<file path="src/rtl/fms_i2s_output_pkg.sv">
// ---------------------------------------------------------------------------
// fms_i2s_output_pkg
//
// Shared frame-layout constants for the fmicrosynth audio output path, plus
// the small helpers used by the I2S output stage and its bit-clock generator.
// Testbenches and the top level import this so that slot width, divider and
// channel polarity cannot drift apart.
// ---------------------------------------------------------------------------
package fms_i2s_output_pkg;

    // Default frame layout: 32 bclk per slot, 16 clk per bclk half-period.
    localparam int DEFAULT_DATA_BITS = 16;
    localparam int DEFAULT_SLOT_BITS = 32;
    localparam int DEFAULT_BCLK_DIV  = 16;

    // Philips I2S: left channel is transmitted while lrclk is low.
    localparam logic LRCLK_LEFT = 1'b0;

    // What the output stage does with its sample latches on a frame event.
    typedef enum logic [1:0] {
        FRAME_IDLE,    // not a frame event
        FRAME_NEW,     // core finished: latch the new pair and trigger it
        FRAME_REPEAT,  // core still busy: resend the last pair, flag underrun
        FRAME_SILENT   // core busy on the very first frame: send silence
    } frame_act_e;

    // Counter width for a counter spanning 0..n-1 (at least one bit).
    function automatic int cnt_width(input int n);
        return (n <= 1) ? 1 : $clog2(n);
    endfunction

endpackage

</file>
<file path="src/rtl/fms_bclk_gen.sv">
// ---------------------------------------------------------------------------
// fms_bclk_gen
//
// I2S timebase. Divides clk down to bclk and tracks the bit position inside
// the stereo frame. Produces single-cycle strobes on the clk cycle whose edge
// carries each bclk falling transition (fall) and on the one that starts a
// new frame (frame), so the parent can update its own registers on exactly
// the same edge as bclk/lrclk.
//
// Ports
//   clk, reset   system clock, synchronous active-high reset
//   bclk         registered I2S bit clock
//   lrclk        registered I2S word select (LRCLK_LEFT = left slot)
//   fall         high in the cycle whose edge takes bclk 1 -> 0
//   frame        high in the fall cycle that wraps the bit counter to 0
// ---------------------------------------------------------------------------
module fms_bclk_gen
    import fms_i2s_output_pkg::*;
#(
    parameter int SLOT_BITS = DEFAULT_SLOT_BITS,
    parameter int BCLK_DIV  = DEFAULT_BCLK_DIV
) (
    input  logic clk,
    input  logic reset,
    output logic bclk,
    output logic lrclk,
    output logic fall,
    output logic frame
);

    localparam int DIV_W = cnt_width(BCLK_DIV);
    localparam int BIT_W = cnt_width(2 * SLOT_BITS);

    localparam logic [DIV_W-1:0] DIV_LAST   = DIV_W'(BCLK_DIV - 1);
    localparam logic [BIT_W-1:0] BIT_LAST   = BIT_W'(2 * SLOT_BITS - 1);
    localparam logic [BIT_W-1:0] SLOT_START = BIT_W'(SLOT_BITS);

    logic [DIV_W-1:0] div_cnt_q, div_cnt_d;
    logic [BIT_W-1:0] bit_cnt_q, bit_cnt_d;
    logic             bclk_q, bclk_d;
    logic             lrclk_q, lrclk_d;
    logic             wrap;

    // NOTE: every signal driven here gets a default before any condition;
    // a path that leaves one unassigned would infer a latch.
    always_comb begin
        wrap      = (div_cnt_q == DIV_LAST);
        fall      = wrap && bclk_q;
        frame     = fall && (bit_cnt_q == BIT_LAST);

        div_cnt_d = wrap ? '0 : div_cnt_q + 1'b1;
        bclk_d    = wrap ? ~bclk_q : bclk_q;
        bit_cnt_d = bit_cnt_q;
        lrclk_d   = lrclk_q;

        if (fall) begin
            bit_cnt_d = frame ? '0 : bit_cnt_q + 1'b1;
            // Word select follows the bit position the frame is moving into.
            lrclk_d   = (bit_cnt_d >= SLOT_START) ? ~LRCLK_LEFT : LRCLK_LEFT;
        end
    end

    // NOTE: state registers use non-blocking assignments so every flop
    // samples the pre-edge values, independent of statement order.
    always_ff @(posedge clk) begin
        if (reset) begin
            div_cnt_q <= '0;
            bit_cnt_q <= BIT_LAST;     // first fall event becomes a frame event
            bclk_q    <= 1'b0;
            lrclk_q   <= ~LRCLK_LEFT;
        end else begin
            div_cnt_q <= div_cnt_d;
            bit_cnt_q <= bit_cnt_d;
            bclk_q    <= bclk_d;
            lrclk_q   <= lrclk_d;
        end
    end

    assign bclk  = bclk_q;
    assign lrclk = lrclk_q;

endmodule

</file>
<file path="src/rtl/fms_i2s_output.sv">
// ---------------------------------------------------------------------------
// fms_i2s_output
//
// Audio output stage for the fmicrosynth core. Owns the sample-rate
// timebase: once per frame it latches the core's stereo pair, pulses trigger
// so the core starts on the next pair, and serialises the latched pair to
// the DAC in Philips I2S format (left on lrclk low, MSB one bclk after the
// lrclk edge). If the core is still running at a frame boundary the previous
// pair is resent and the sticky underrun flag is raised.
//
// Ports
//   clk, reset     system clock, synchronous active-high reset
//   sample_l/_r    signed samples from the core, sampled on frame events only
//   running        core busy flag
//   underrun_clr   one-cycle pulse clearing underrun (a same-cycle set wins)
//   trigger        one-cycle pulse: core may start the next sample
//   bclk, lrclk    registered I2S bit clock and word select
//   sdata          registered I2S serial data
//   underrun       sticky underrun flag
// ---------------------------------------------------------------------------
module fms_i2s_output
    import fms_i2s_output_pkg::*;
#(
    parameter int DATA_BITS = DEFAULT_DATA_BITS,
    parameter int SLOT_BITS = DEFAULT_SLOT_BITS,
    parameter int BCLK_DIV  = DEFAULT_BCLK_DIV
) (
    input  logic                 clk,
    input  logic                 reset,
    input  logic [DATA_BITS-1:0] sample_l,
    input  logic [DATA_BITS-1:0] sample_r,
    input  logic                 running,
    input  logic                 underrun_clr,
    output logic                 trigger,
    output logic                 bclk,
    output logic                 lrclk,
    output logic                 sdata,
    output logic                 underrun
);

    localparam int FRAME_W = 2 * SLOT_BITS;

    logic                 fall;
    logic                 frame;
    frame_act_e           act;

    logic [DATA_BITS-1:0] left_q, left_d;
    logic [DATA_BITS-1:0] right_q, right_d;
    logic [FRAME_W-1:0]   shreg_q, shreg_d;
    logic                 sdata_q, sdata_d;
    logic                 trigger_q, trigger_d;
    logic                 underrun_q, underrun_d;
    logic                 first_frame_q, first_frame_d;

    fms_bclk_gen #(
        .SLOT_BITS (SLOT_BITS),
        .BCLK_DIV  (BCLK_DIV)
    ) u_bclk_gen (
        .clk   (clk),
        .reset (reset),
        .bclk  (bclk),
        .lrclk (lrclk),
        .fall  (fall),
        .frame (frame)
    );

    // Frame word: {L, zero pad, R, zero pad}, MSB transmitted first.
    function automatic logic [FRAME_W-1:0] frame_word(
        input logic [DATA_BITS-1:0] l,
        input logic [DATA_BITS-1:0] r
    );
        logic [FRAME_W-1:0] w;
        w                            = '0;
        w[FRAME_W-1   -: DATA_BITS]  = l;
        w[SLOT_BITS-1 -: DATA_BITS]  = r;
        return w;
    endfunction

    always_comb begin
        act = FRAME_IDLE;
        if (frame) begin
            if (!running)          act = FRAME_NEW;
            else if (first_frame_q) act = FRAME_SILENT;
            else                   act = FRAME_REPEAT;
        end

        left_d        = left_q;
        right_d       = right_q;
        shreg_d       = shreg_q;
        sdata_d       = sdata_q;
        trigger_d     = 1'b0;
        first_frame_d = first_frame_q;

        // The shift register's MSB is always the next bit to send. On the
        // frame event it holds the old word's bit 0 (the final pad bit, or
        // the right LSB when there is no padding), which goes out during
        // the first bclk of the new frame as Philips I2S requires.
        if (fall) begin
            sdata_d = shreg_q[FRAME_W-1];
            shreg_d = shreg_q << 1;
        end

        case (act)
            FRAME_NEW: begin
                left_d        = sample_l;
                right_d       = sample_r;
                shreg_d       = frame_word(sample_l, sample_r);
                trigger_d     = 1'b1;
                first_frame_d = 1'b0;
            end
            FRAME_REPEAT: begin
                shreg_d       = frame_word(left_q, right_q);
                first_frame_d = 1'b0;
            end
            FRAME_SILENT: begin
                left_d        = '0;
                right_d       = '0;
                shreg_d       = '0;
                first_frame_d = 1'b0;
            end
            default: ;
        endcase

        // A new underrun outranks a clear arriving in the same cycle.
        if (act == FRAME_REPEAT) underrun_d = 1'b1;
        else if (underrun_clr)   underrun_d = 1'b0;
        else                     underrun_d = underrun_q;
    end

    // NOTE: the sample latches and shift register are reset along with the
    // control flops because their contents reach sdata on the first frame.
    always_ff @(posedge clk) begin
        if (reset) begin
            left_q        <= '0;
            right_q       <= '0;
            shreg_q       <= '0;
            sdata_q       <= 1'b0;
            trigger_q     <= 1'b0;
            underrun_q    <= 1'b0;
            first_frame_q <= 1'b1;
        end else begin
            left_q        <= left_d;
            right_q       <= right_d;
            shreg_q       <= shreg_d;
            sdata_q       <= sdata_d;
            trigger_q     <= trigger_d;
            underrun_q    <= underrun_d;
            first_frame_q <= first_frame_d;
        end
    end

    assign trigger  = trigger_q;
    assign sdata    = sdata_q;
    assign underrun = underrun_q;

endmodule

</file>
<file path="config.mk">
export PLATFORM = sky130hd
export DESIGN_NAME = fms_i2s_output
export DESIGN_NICKNAME = d
export VERILOG_FILES = /design/src/rtl/fms_i2s_output_pkg.sv /design/src/rtl/fms_bclk_gen.sv /design/src/rtl/fms_i2s_output.sv
export SDC_FILE = /design/constraint.sdc
export NUM_CORES = 1
export LEC_CHECK = 0
export BUFFER_PORTS_ARGS = -buffer_cell sky130_fd_sc_hd__buf_4
export CORE_ASPECT_RATIO = 0.9
export CORE_MARGIN = 2
export CORE_UTILIZATION = 25
export CTS_BUF_LIST = sky130_fd_sc_hd__clkbuf_8 sky130_fd_sc_hd__clkbuf_16
export CTS_CLUSTER_SIZE = 12
export DETAILED_ROUTE_END_ITERATION = 7
export GPL_ROUTABILITY_DRIVEN = 0
export GPL_TIMING_DRIVEN = 0
export HOLD_SLACK_MARGIN = 0.05
export PLACE_DENSITY = 0.54
export SYNTH_ARGS = -nofsm -noshare
export SYNTH_HDL_FRONTEND = slang
export SYNTH_SLANG_ARGS = --single-unit
</file>
<file path="constraint.sdc">
create_clock -name clk -period 2.74 [get_ports clk]
set_input_delay 0.411 -clock clk [delete_from_list [all_inputs] [get_ports clk]]
set_output_delay 0.411 -clock clk [all_outputs]
set_load 0.03 [all_outputs]
</file>
==> results.tsv <==
metric	value	unit
status	finished, final reports clean	
start_util	25.76	%
finalWirelength	12.37	mm
cp_cell_sequence	ha_4 > nand4_1 > or4_4 > buf_12 > ha_4 > or2_4 > clkbuf_8 > buf_8 > o211ai_1 > a21oi_1	
p_per_area	521.8	nW/um2
fin_skew	0.008988	ns
first_pass_iters	5	
hold_buffers	0	
fin_crit_sh	95.06	%
hold_class	input pin to register	
path_max_fanout	13	
holdWs	0.3101	ns
die_x	143.5	um
slowest_stage	or4_4	
synthArstFlopShare	0	%
cp.arrival	2.84	ns
yosysWarnings	0	
gr-total-overflow	0	
ioPinCount	41	
utilization	32.48	%
synth-main-ff-cell	dfxtp_1	
yosysSeqAreaShare	43.42	%
io_buffers	39	
die-area	18600	um2
ctsRootBufferMaster	clkbuf_16	
htree_levels	3	
drt_iter0_markers	300	
cts_buffers	9	
ir_drop	0.0002619	V
avgSynthCellArea	8.995	um2
synthToLayoutAreaGrowth	26.08	%
core_region_area	17000	um2
fin_nets	586	
synth-edff-count	0	
cts_tree	yes	
path_common_cell	ha_4	
syn_inst	487	
slowest_delay	0.56	ns
max_freq	383.9	MHz
dpl_cell_area	4976	um2
insertedDiodeCount	0	
drc	0	
cp.required	2.97	ns
grt_max_degree	16	
startpoint_type	register	
wire_per_inst	15.82	um
cts_buffer_depth	2	
synth_nets	531	
via_per_inst	5.087	
fin_crit	2.605	ns
p_leak	2.179	nW
setup_viol	0	
first_global_vias	3982	
ant_nets	0	
dp_hpwl	9.065	mm
maxSlewViolCount	0	
drive_above_1_share	20.84	%
ys_seq_elements	95	
synth.distinct_cells	35	
crit_type	register to register	
vias	3978	
syn_area	4380	um2
clkLatencyLatePin	0.36	ns
maxSlewHeadroom	61.87	%
dieHeight	129.6	um
rsz0062_at_grt	false	
maxCapViolCount	0	
rows	45	
cts.sinks	95	
grt_pass1_wl	20.17	mm
endpoint_kind	register	
cts.reportedPaths.clkPinSlew	0.07	ns
track_usage	13.89	%
hold_violations	0	
tightest_slew	0.5720	ns
postLayoutCellArea	5523	um2
antenna_found_initial	0	
nFillCells	1813	
## sequential cells by signal, indices dropped and copies added (netlist names), 4 cells and up
| signal | flops |
|---|---|
| right_q | 16 |
| u_bclk_gen.div_cnt_q | 4 |
| u_bclk_gen.bit_cnt_q | 5 |
| shreg_q | 48 |
| left_q | 16 |
## metrics by stage
| stage | total power, W | TNS (ns) | instances | setup slack (ns) |
|---|---|---|---|---|
| 6_report | 0.002882 | 0 | 782 | 0.1354 |
| 5_1_grt | 0.002985 | 0 | 782 | 0.02894 |
| 4_1_cts | 0.002905 | 0 | 781 | 0.004096 |
| 3_5_place_dp | 0.001532 | -25.44 | 761 | -0.6098 |
| 3_3_place_gp | 0.001528 | -21.76 | 761 | -0.5285 |
| 2_1_floorplan | 0.001466 | -0.06753 | 487 | -0.003435 |
## worst paths after layout
check	from	endpoint	slack (ns)	cells after the start
setup / recovery	u_bclk_gen.div_cnt_q[0]$_SDFF_PP0_	shreg_q[39]$_SDFFE_PP0P_	0.14	10
hold / removal	sample_l[13]	left_q[13]$_SDFFE_PP0P_	0.31	3
setup reg to reg	u_bclk_gen.div_cnt_q[0]$_SDFF_PP0_	shreg_q[39]$_SDFFE_PP0P_	0.14	10
hold reg to reg	sdata$_SDFFE_PP0P_	sdata$_SDFFE_PP0P_	0.46	2
## layout by cell type (no fill, tap or decap), drive strengths merged, types with 5 or more instances in the layout
cell / netlist / layout
dfxtp: 95 / 95
nand2: 73 / 73
buf: 10 / 66
a21oi: 56 / 56
nand3: 53 / 53
clkbuf: 43 / 41
mux2i: 33 / 33
a221o: 31 / 31
o221ai: 31 / 31
o211ai: 18 / 18
ha: 8 / 8
nor2: 7 / 7
clkinv: 1 / 5
## cell usage after synthesis, types with 2 or more instances
library cell,number,area share [%]
a21oi_1,56,6.4
a221o_1,31,7.1
and3_1,3,0.43
buf_1,4,0.34
buf_12,3,1.4
buf_2,2,0.23
clkbuf_1,40,3.4
clkbuf_8,3,0.94
dfxtp_1,95,43
ha_1,8,2.3
inv_1,4,0.34
mux2i_1,33,7.5
nand2_1,73,6.3
nand3_1,52,5.9
nand4_1,2,0.29
nor2_1,7,0.60
nor2b_1,3,0.43
o211ai_1,18,3.1
o21ai_0,2,0.23
o221ai_1,31,6.2
o31ai_1,2,0.34
xnor2_1,2,0.40
## where the power goes
part | leakage, nW | internal, W | switching (W)
Sequential | 0.767 | 0.00138 | 0.00000439
Combinational | 1.25 | 0.0000561 | 0.0000631
Clock | 0.162 | 0.000821 | 0.000555
## per-layer routing
metal	share of wire, %	GRT usage, %
met5	0	0
met4	1.8	4.960
met3	3.9	3.363
met2	46	21.99
met1	48	18.50
## critical path, delay by kind of cell (launching register included)
kind / cells / cell delay, ns
buf+inv: 3 / 0.47
fa+ha+maj: 2 / 0.40
simple gates: 3 / 0.92
compound gates: 2 / 0.30
flops: 1 / 0.36
## what timing repair did
action / in CTS / in global routing
endpoints found under the hold margin: 0 / 0
pin swaps: 2 / 6
setup endpoints to repair: 59 / 57
gates resized for setup: 40 / 54
buffers inserted: 4 / 3
## final cells by class
cell class                      instances  area [um2]  share of cell area [%]
Multi-Input combinational cell        333        2218                   40.17
Sequential cell                        95        1917                   34.71
Buffer                                 52       390.4                   7.068
Timing Repair Buffer                   46       357.8                   6.479
Tap cell                              235       294.0                   5.324
Clock buffer                           10       239.0                   4.327
Clock inverter                          6       83.83                   1.518
Inverter                                5       22.52                  0.4078
## logic make-up after synthesis
family | count (synthesis) | share of synthesized area [%]
muxes | 33 | 7.541
adders and majority gates | 8 | 2.285
AOI/OAI and AO/OA | 141 | 23.54
DFF | 95 | 43.42
buffers and inverters | 59 | 7.198
and+or+nand+nor | 149 | 15.62
xor gates and xnor gates | 2 | 0.4000
(Power assumes the default switching activity.)
